## src/rtl/dct_mac_seq.sv

```systemverilog
// DCT multiply-accumulate sequencer: TAPS signed products are summed, rounded half-up and scaled.
// Optional output saturation with ovf flag when DCT_MAC_SAT_EN is defined.
module dct_mac_seq #(
  parameter int IW    = 8,
  parameter int CW    = 12,
  parameter int OW    = 12,
  parameter int TAPS  = 8,
  parameter int SHIFT = 8
) (
  input  logic                 clk,
  input  logic                 rst,
  input  logic                 ena,
  input  logic                 in_valid,
  output logic                 in_ready,
  input  logic signed [IW-1:0] din,
  input  logic signed [CW-1:0] coef,
  output logic                 out_valid,
  input  logic                 out_ready,
  output logic signed [OW-1:0] dout,
  output logic                 ovf
);
  localparam int AW   = IW + CW + $clog2(TAPS);
  localparam int PW   = IW + CW;
  localparam int CNTW = $clog2(TAPS);

  localparam logic [1:0] S_ACC   = 2'd0;
  localparam logic [1:0] S_FLUSH = 2'd1;
  localparam logic [1:0] S_ROUND = 2'd2;
  localparam logic [1:0] S_OUT   = 2'd3;

  localparam logic signed [AW:0] RND  = (AW+1)'(1) << (SHIFT-1);
  localparam logic signed [AW:0] MAXV = (AW+1)'(2**(OW-1)-1);
  localparam logic signed [AW:0] MINV = ~MAXV;

  logic [1:0]            state_q, state_d;
  logic [CNTW-1:0]       cnt_q, cnt_d;
  logic signed [AW-1:0]  acc_q, acc_d;
  logic signed [PW-1:0]  prod_q, prod_d;
  logic                  prod_vld_q, prod_vld_d;
  logic                  out_valid_q, out_valid_d;
  logic signed [OW-1:0]  dout_q, dout_d;
  logic                  ovf_q, ovf_d;

  logic                  accept;
  logic signed [AW-1:0]  acc_in;
  logic signed [AW:0]    rsum, r;

  assign in_ready  = (state_q == S_ACC);
  assign accept    = ena & in_valid & in_ready;
  assign out_valid = out_valid_q;
  assign dout      = dout_q;
  assign ovf       = ovf_q;

  // Product stage drains into the accumulator one cycle after it was loaded.
  assign acc_in = prod_vld_q ? acc_q + {{(AW-PW){prod_q[PW-1]}}, prod_q} : acc_q;
  assign rsum   = $signed({acc_q[AW-1], acc_q}) + RND;
  assign r      = rsum >>> SHIFT;

  always_comb begin
    state_d     = state_q;
    cnt_d       = cnt_q;
    acc_d       = acc_q;
    prod_d      = prod_q;
    prod_vld_d  = prod_vld_q;
    out_valid_d = out_valid_q;
    dout_d      = dout_q;
    ovf_d       = ovf_q;
    if (ena) begin
      case (state_q)
        S_ACC: begin
          acc_d      = acc_in;
          prod_vld_d = accept;
          if (accept) begin
            prod_d = din * coef;
            if (cnt_q == CNTW'(TAPS-1)) begin
              cnt_d   = '0;
              state_d = S_FLUSH;
            end else begin
              cnt_d = cnt_q + CNTW'(1);
            end
          end
        end
        S_FLUSH: begin
          acc_d      = acc_in;
          prod_vld_d = 1'b0;
          state_d    = S_ROUND;
        end
        S_ROUND: begin
`ifdef DCT_MAC_SAT_EN
          if (r > MAXV) begin
            dout_d = OW'(MAXV);
            ovf_d  = 1'b1;
          end else if (r < MINV) begin
            dout_d = OW'(MINV);
            ovf_d  = 1'b1;
          end else begin
            dout_d = OW'(r);
            ovf_d  = 1'b0;
          end
`else
          dout_d = OW'(r);
          ovf_d  = 1'b0;
`endif
          out_valid_d = 1'b1;
          acc_d       = '0;
          state_d     = S_OUT;
        end
        default: begin
          if (out_ready) begin
            out_valid_d = 1'b0;
            state_d     = S_ACC;
          end
        end
      endcase
    end
  end

  always_ff @(posedge clk or negedge rst) begin
    if (!rst) begin
      state_q     <= S_ACC;
      cnt_q       <= '0;
      acc_q       <= '0;
      prod_q      <= '0;
      prod_vld_q  <= 1'b0;
      out_valid_q <= 1'b0;
      dout_q      <= '0;
      ovf_q       <= 1'b0;
    end else begin
      state_q     <= state_d;
      cnt_q       <= cnt_d;
      acc_q       <= acc_d;
      prod_q      <= prod_d;
      prod_vld_q  <= prod_vld_d;
      out_valid_q <= out_valid_d;
      dout_q      <= dout_d;
      ovf_q       <= ovf_d;
    end
  end
endmodule

```

## config.mk

```make
export PLATFORM = sky130hd
export DESIGN_NAME = dct_mac_seq
export DESIGN_NICKNAME = d
export VERILOG_FILES = /design/src/rtl/dct_mac_seq.sv
export SDC_FILE = /design/constraint.sdc
export NUM_CORES = 1
export LEC_CHECK = 0
export ABC_AREA = 1
export ABC_CLOCK_PERIOD_IN_PS = 2370
export CELL_PAD_IN_SITES_DETAIL_PLACEMENT = 0
export CELL_PAD_IN_SITES_GLOBAL_PLACEMENT = 1
export CORE_MARGIN = 8
export CORE_UTILIZATION = 46
export CTS_BUF_LIST = sky130_fd_sc_hd__clkbuf_4 sky130_fd_sc_hd__clkbuf_8
export CTS_CLUSTER_DIAMETER = 120
export DETAILED_ROUTE_END_ITERATION = 6
export GPL_TIMING_DRIVEN = 0
export PLACE_DENSITY_LB_ADDON = 0.1
export SLEW_MARGIN = 20
export SYNTH_ARGS = -nofsm -noshare
export SYNTH_HDL_FRONTEND = slang
export SYNTH_SLANG_ARGS = --single-unit
```

## constraint.sdc

```tcl
create_clock -name clk -period 2.37 [get_ports clk]
set_clock_uncertainty 0.2 [all_clocks]
set_input_delay 0.474 -clock clk [delete_from_list [all_inputs] [get_ports clk]]
set_output_delay 0.474 -clock clk [all_outputs]
set_load 0.05 [all_outputs]
```

## Word level (Yosys, flattened, before mapping)

Index checks and enable logic that the tools add are counted.

| operators by class | value |
|---|---|
| shift-type cells | 0 |
| equal/unequal tests | 6 |
| div/mod/pow operators | 0 |
| muxes and demuxes | 10 |
| reductions and logical operators | 12 |
| order comparisons | 0 |
| add/subtract/negate cells | 3 |
| bitwise gates (word level) | 3 |
| multipliers | 1 |

Operator list:

| kind | count |
|---|---|
| case mux 23 bit (2 select lines) | 1 |
| adder 23 bit | 1 |
| two-way mux 23 bit | 1 |
| adder 20 x 9 -> 20 bit (second input constant) | 1 |
| multiplier 8 x 12 -> 20 bit | 1 |
| AND reduction 3 bit | 3 |
| two-way mux 2 bit | 3 |
| inequality test 2 x 1 -> 1 bit (second input constant) | 3 |
| case mux 2 bit (3 select lines) | 1 |
| nonzero test 2 bit | 3 |
| case mux 1 bit (2 select lines) | 2 |
| AND reduction 2 bit | 2 |
| AND reduction 4 bit | 1 |
| nonzero test 4 bit | 1 |
| adder 3 x 1 -> 3 bit (second input constant) | 1 |
| == test 3 bit (second input constant) | 1 |
| two-way mux 3 bit | 1 |
| bitwise AND 1 bit | 2 |
| == test 2 x 1 -> 1 bit (second input constant) | 1 |
| == test 2 bit (second input constant) | 1 |
| zero test 2 bit | 1 |
| OR reduction 2 bit | 1 |
| two-way mux 1 bit | 1 |
| inverter 1 bit | 1 |

| storage, ports and cells | value |
|---|---|
| bits of input ports | 25 |
| word-level logic and storage cells | 42 |
| latch bits | 0 |
| output and inout port bits | 15 |
| memories | 0 |
| bits in read-only memories | 0 |
| RAM bits | 0 |
| bits in registers | 62 |

## Depth between registers and ports, before layout

Gate-level depths: netlist of run 1.

| depth | value |
|---|---|
| depth in word-level cells | 4 |
| gate-level depth with buffers | 23 |
| mapped depth without buffers | 22 |

## Worst setup path after synthesis of run 1

Ideal clock, no wire load.

| path | value |
|---|---|
| path type | input to register |
| start | in din[2] |
| end | reg prod_q[19] |
| path slack | -2.185 ns |
| data required time | 2.053 ns |
| stages on the path | 20 |
| library setup time | 0.117 ns |
| buffers on the path | 1 |
| arrival | 4.239 ns |
| cell sequence | clkbuf_1 nand2_1 fa_1 inv_1 fa_1 fa_1 inv_1 fa_1 inv_1 ha_1 nand2_1 nor2_1 and2_1 nand2_1 nand2_1 inv_1 nand2_1 nand2_1 nand2_1 nand2_1 |

| between the ends | value |
|---|---|
| longest elaborated chain between the ends | 1 |

RTL lines:

| what | line | text |
|---|---|---|
| from (decl) | 15 | `input logic signed [IW-1:0] din,` |
| multiplier 8 x 12 -> 20 bit | 74 | `prod_d = din * coef;` |
| to (signal assigned) | 132 | `prod_q <= prod_d;` |
| to (decl) | 38 | `logic signed [PW-1:0] prod_q, prod_d;` |

No other way between the ends.
A chain may end at the register's enable or synchronous reset.

## Worst setup path in the final report of run 1

| path | value |
|---|---|
| start | in din[2] |
| end | reg prod_q[13] |

The elaborated chain is that of the path after synthesis.

==> qor.txt, run 1 <==
Status - complete, but fails checks
Failing checks - negative setup slack
Critical path class - input pin to flop
R2R Path End - acc_q[16]
Die X - 144 um
Layout cells sized above 1 - 0.224
Cell Area, Synth - 7590 um^2
P_leak - 5.41 nW
Yosys cell types - 41
Sequential-to-total area share from yosys stat - 0.195
Mean post-synth cell area - 6.99 um^2
R2R Setup Slk - 0.14 ns
Max Fanout on Critical Path - 7
Crit path max-delay family - adder cells
# setup viols final - 16
Top cell by count, worst path - fa_1
CTS H-Tree Depth - 3
Total congestion overflow - 0
Count of input and output buffers - 26
Number of global-route vias before repair - 6635
# IOs - 40
Initial core utilization - 0.464
DRC viols - 0
Antenna-violating nets left - 0
Synth top area cells - fa_1 (21%), dfrtp_1 (19%), nand2_1 (18%)
Total Power - 11.9 mW
Antenna diodes - 0
Final max-slew violation count - 0
CTS tree - built
DPL Wire Length - 15100 um
Initial antenna violation count - 0
Most common cell in the netlist - nand2_1
Clock sinks - 59
CTS clock-pin slew for the worst setup and hold paths - 0.07 ns
Worst slew pin tran - 0.499 ns
Synth Register Bits - 59
Yosys top cell area share - 0.211
Synth warnings - 0
PD cells - 1210 nW/um^2
Reg2Reg Depth - 10
Max-cap violations - 0
Final hold vios - 0
GRT Util Overall - 0.193
Hold Crit Class - input pin to flop
Crit path DAT - 4.01 ns
GP Congestion - 0.858
Routed vias - 6600
Core footprint - 16300 um^2
Post-synth EDFFs - 0
Final worst path period share - 1.68
Die area - 20900 um^2
Hold path startpoint - din[0]
Fin nets - 1342
Cells after Synth - 1086
CP cell instances - buf_8 > clkbuf_16 > buf_6 > nand2_2 > inv_2 > fa_1 > fa_1 > fa_1 > inv_2 > fa_1 > inv_2 > ha_4 > nand2_2 > nand2_2 > a21oi_4 > nand2_4 > a21oi_2 > nand2_1 > nand3_1 > nand2_1
Hold Path Stages - 3
CP max-delay cell - fa_1
Synth Flop Type - dfrtp_1
Max Clock Freq - 252 MHz
Worst hold endpoint - prod_q[0]
Reg2reg start - prod_q[0]
DR vias/cell - 4.71
DR WL/cell - 13.8 um
Peak VDD IR - 0.545 mV
Global-route wire length before repair - 31900 um
Post-route minimum period - 3.97 ns
Worst setup margin - -1.60 ns
Top cell type by total area after synthesis - fa_1
Syn nets - 1253
WP buf/inv - 6
Slowest stage delay, CP - 0.56 ns
Ys async rst share - 1.00
Relative max-transition margin - 0.666
Layout area overhead - 29.5%
Unrepaired setup endpoints after global routing - true
CTS Buf Count - 9
Drt total wl - 19300 um
Die span in y - 144 um
Startpoint types - input pin
Clock root cell - clkbuf_8
DRT iter0 DRCs - 195
CTS max path bufs - 2
CP endpoint kind - flop
Largest net degree at the start of global routing - 36
Clock Latency Late Sink - 0.34 ns
Final hold slack - 0.198 ns
CP required - 2.41 ns
TritonRoute pass-1 iters - 4
Row count - 47
Post-synth top cells - nand2_1 (357), inv_1 (253), fa_1 (80)
area by class of cell:
type | count | area [um^2]
Clock inverter | 3 | 43.8
Inverter | 257 | 982
Fill cell | 1541 | 6520
Tap cell | 220 | 275
Multi-Input combinational cell | 742 | 5720
Buffer | 28 | 394
Clock buffer | 13 | 173
Sequential cell | 59 | 1480
Timing Repair Buffer | 78 | 764
worst max-delay path by stage:
stage          startpoint         end  slack (ns)  cells past startpoint
4_1_cts            din[5]  prod_q[19]       -1.62                     21
2_1_floorplan     coef[0]  prod_q[18]       -1.73                     19
5_1_grt            din[2]  prod_q[19]       -1.78                     22
6_report           din[2]  prod_q[13]       -1.60                     20
3_5_place_dp       din[1]  prod_q[18]       -2.54                     20
3_3_place_gp       din[1]  prod_q[18]       -2.52                     20
cell families (layout without fill, tap and decap cells):
family / after synthesis / after routing / share of synthesized area
fa+ha+maj: 142 / 142 / 0.313
compound gates: 78 / 78 / 0.0564
xor+xnor: 10 / 10 / 0.0115
other cells: 1 / 1 / 0.000494
buf+inv: 285 / 379 / 0.146
flops: 59 / 59 / 0.195
simple gates: 511 / 511 / 0.278
repair_timing:
item,4_1_cts,5_1_grt
resized for setup,111,81
cloned,5,0
pin swaps,48,63
hold endpoints to repair,24,0
hold buffers,1,0
buffers inserted,26,21
endpoints found under the setup margin,18,19
tightest hold or removal path: stages:
cell and delay (ns):
buf_6 0.09, nand3_1 0.08, nand2_1 0.06
metal layers:
layer | part of all wire | vias to the layer above | track usage
met3 | 0.020 | 14 | 0.0172
li1 | - | 3423 | -
met1 | 0.44 | 3079 | 0.234
met4 | 0.014 | 0 | 0.0493
met5 | 0 | - | 0
met2 | 0.53 | 84 | 0.360
through the flow:
step	worst slack (ns)	instances	TNS [ns]	utilization	area, um^2
2_1_floorplan	-1.73	1086	-23.35	-	8130
3_3_place_gp	-2.52	1332	-118.39	0.530	8670
3_5_place_dp	-2.54	1333	-36.74	0.531	8680
4_1_cts	-1.62	1381	-21.98	0.576	9420
5_1_grt	-1.78	1400	-24.51	0.601	9820
6_report	-1.60	1400	-22.55	0.601	9820
report_power, final:
group          switching (mW)  internal, mW
logic                    5.13          3.95
clock network           0.408         0.585
registers               0.393          1.43
total                    5.94          5.97
sequential cells by signal, summed over array words and instances (netlist names):
| name | count |
|---|---|
| out_valid | 1 |
| acc_q | 20 |
| dout | 12 |
| prod_q | 20 |
| state_q | 2 |
| cnt_q | 3 |
| prod_vld_q | 1 |
placed cells by master (no fill, tap or decap), drive strengths merged:
cell,count
nand2,361
inv,257
fa,80
buf,67
nand3,64
ha,62
dfrtp,59
nor2,57
clkbuf,35
o21ai,34
a21oi,33
clkdlybuf4s50,16
nand4,9
nand3b,8
nor3,7
xnor2,7
or2,4
o31ai,3
xor2,3
o21a,2
o21bai,2
clkinv,2
a32o,1
o311ai,1
and2,1
a21o,1
a31oi,1
conb,1
bufinv,1
dlygate4sd3,1
(Power assumes the default switching activity.)
==> run 2, diff against run 1 <==
==> constraint.sdc (replaced) <==
create_clock -name clk -period 2.37 [get_ports clk]
set_clock_uncertainty 0.2 [all_clocks]
set_input_delay 0.3555 -clock clk [delete_from_list [all_inputs] [get_ports clk]]
set_output_delay 0.3555 -clock clk [all_outputs]
set_load 0.05 [all_outputs]
==> run 2 against run 1 <==
The run still ends with negative setup slack left; worst setup slack better by 0.038 ns; combinational power up 0.7%; critical path depth is 4 higher; cell area shrank 0.39%; count of clock-buffer cells in the layout is 1 lower; via count increased by 0.27%; hold slack got worse by 0.10 ns; power shrank 0.85%.
==> qor.txt, run 2 (synthesized netlist as in run 1, its figures left out) <==
Status - complete, but fails checks
Failing checks - negative setup slack
CTS H-Tree Depth - 3
TritonRoute pass-1 iters - 4
Total congestion overflow - 0
Initial antenna violation count - 0
CTS clock-pin slew for the worst setup and hold paths - 0.07 ns
Antenna diodes - 0
Final hold vios - 0
Row count - 47
Core footprint - 16300 um^2
Layout cells sized above 1 - 0.233
Clock sinks - 59
Max Clock Freq - 254 MHz
Flop pwr share - 0.154
Initial core utilization - 0.464
Internal - 5.77 mW
DRC viols - 0
Largest net degree at the start of global routing - 43
DPL Wire Length - 15100 um
Final max-slew violation count - 0
Hold Crit Class - input pin to flop
Clock Power Share - 0.071
P_leak - 5.39 nW
Max-cap violations - 0
CP endpoint kind - flop
DR vias/cell - 4.75
Max Fanout on Critical Path - 4
CTS tree - built
Peak VDD IR - 0.537 mV
Combinational Power Share - 0.774
Fillers - 1554
CTS max path bufs - 2
# setup viols final - 16
Worst setup margin - -1.57 ns
Unrepaired setup endpoints after global routing - true
Worst slew pin tran - 0.498 ns
GP Congestion - 0.847
Hold path startpoint - din[0]
Commonest non-fill, non-tap cell in the layout - nand2_1
Setup Total Neg Slack - -20.48 ns
Count of input and output buffers - 26
Crit path DAT - 3.98 ns
Reg2reg start - acc_q[9]
PD cells - 1210 nW/um^2
Number of global-route vias before repair - 7021
Clock root cell - clkbuf_8
Commonest non-fill, non-tap cells in the layout - nand2_1 (305), inv_1 (209), fa_1 (73), dfrtp_1 (59), nand3_1 (53)
GRT Util Overall - 0.194
Routed vias - 6618
Worst setup path start - din[5]
CTS Buf Count - 9
Layout area overhead - 29.0%
Global-route wire length before repair - 32400 um
Core Util, Final - 0.599
Clock Latency Late Sink - 0.35 ns
CP required - 2.42 ns
Fin nets - 1336
DRT iter0 DRCs - 193
Die X - 144 um
Startpoint types - input pin
Final worst path period share - 1.66
DR WL/cell - 13.5 um
Drt total wl - 18800 um
Antenna-violating nets left - 0
Net Sw Frac - 0.511
Sw Pwr - 6.03 mW
Critical path class - input pin to flop
Die span in y - 144 um
Post-route minimum period - 3.94 ns
# IOs - 40
Die area - 20900 um^2
Relative max-transition margin - 0.667
-- run 2: changes by cell type in the layout (fill, tap and decap cells not counted), moves of 4 or more --
cell	delta
nand2_1	-10
nor2_1	-4
nand2_2	+4
nand3_1	-4
inv_4	+4
inv_2	+5
ha_4	-6
buf_4	-5
inv_1	-8
nand2_4	+4
ha_1	+6
-- run 2: path summary, 6_finish.rpt --
kind	slack [ns]	to	depth (start not counted)
min reg2reg	0.28	prod_q[2]	2
max in group asynchronous	1.25	dout[3]	3
min in group asynchronous	0.23	acc_q[3]	2
max	-1.57	prod_q[19]	24
min	0.09	prod_q[0]	3
max reg2reg	0.20	acc_q[10]	7
-- run 2: final cells by class --
type                    count  area [um^2]  area share
multi-input cells         742         5750       0.587
flip-flops and latches     59         1480       0.151
inverters                 257          985       0.101
repair buffers             72          733      0.0749
plain buffers              28          390      0.0399
well taps                 220          275      0.0281
clock buffers              12          153      0.0156
clock inverters             4         26.3     0.00269
-- run 2: critical path, cell delays in order --
cell and delay (ns):
buf_8 0.10, clkbuf_16 0.14, buf_8 0.12, buf_12 0.12, nand2_4 0.04, fa_1 0.42, fa_1 0.49, inv_1 0.05
fa_1 0.49, inv_2 0.04, fa_1 0.48, inv_2 0.04, ha_4 0.32, nand2_4 0.08, nor2_4 0.13, nand2_2 0.09
nand2_4 0.11, nand2_2 0.06, nand2_2 0.08, inv_2 0.03, nand2_1 0.04, nand2_1 0.05, nand2_1 0.05, nand2_1 0.05
-- run 2: metal layers --
metal	vias to the layer above	part of all wire	GRT usage
li1	3417	-	-
met1	3078	0.45	0.235
met2	87	0.50	0.344
met3	36	0.019	0.0182
met4	0	0.037	0.0843
met5	-	0	0
-- run 2: timing repair --
| item | 4_1_cts | 5_1_grt |
|---|---|---|
| setup buffers | 36 | 6 |
| hold buffers | 1 | 0 |
| endpoints found under the setup margin | 18 | 18 |
| pin swaps | 75 | 46 |
| gates cloned | 2 | 0 |
| endpoints found under the hold margin | 59 | 0 |
| gates resized for setup | 135 | 73 |
-- run 2: power groups by stage --
| stage | combinational [mW] | sequential, mW | clock [mW] |
|---|---|---|---|
| 6_report | 9.14 | 1.82 | 0.844 |
| 5_1_grt | 10.2 | 1.88 | 0.906 |
| 2_1_floorplan | 5.45 | 2.05 | 0 |
| 3_3_place_gp | 7.19 | 1.83 | 0 |
| 3_5_place_dp | 7.27 | 1.84 | 0 |
| 4_1_cts | 8.37 | 1.83 | 0.864 |
-- run 2: metrics by stage --
| stage | hold slack, ns | cell area (um^2) | setup WS [ns] | power [mW] | cells |
|---|---|---|---|---|---|
| final | 0.0945 | 9790 | -1.57 | 11.8 | 1394 |
| after global routing | 0.106 | 9790 | -1.69 | 13.0 | 1394 |
| after CTS | 0.0705 | 9530 | -1.54 | 11.1 | 1388 |
| after detailed placement | 0.0484 | 8670 | -2.42 | 9.11 | 1333 |
| after global placement | 0.261 | 8640 | -2.40 | 9.02 | 1332 |
| after floorplan | -0.140 | 8110 | -1.61 | 7.50 | 1086 |
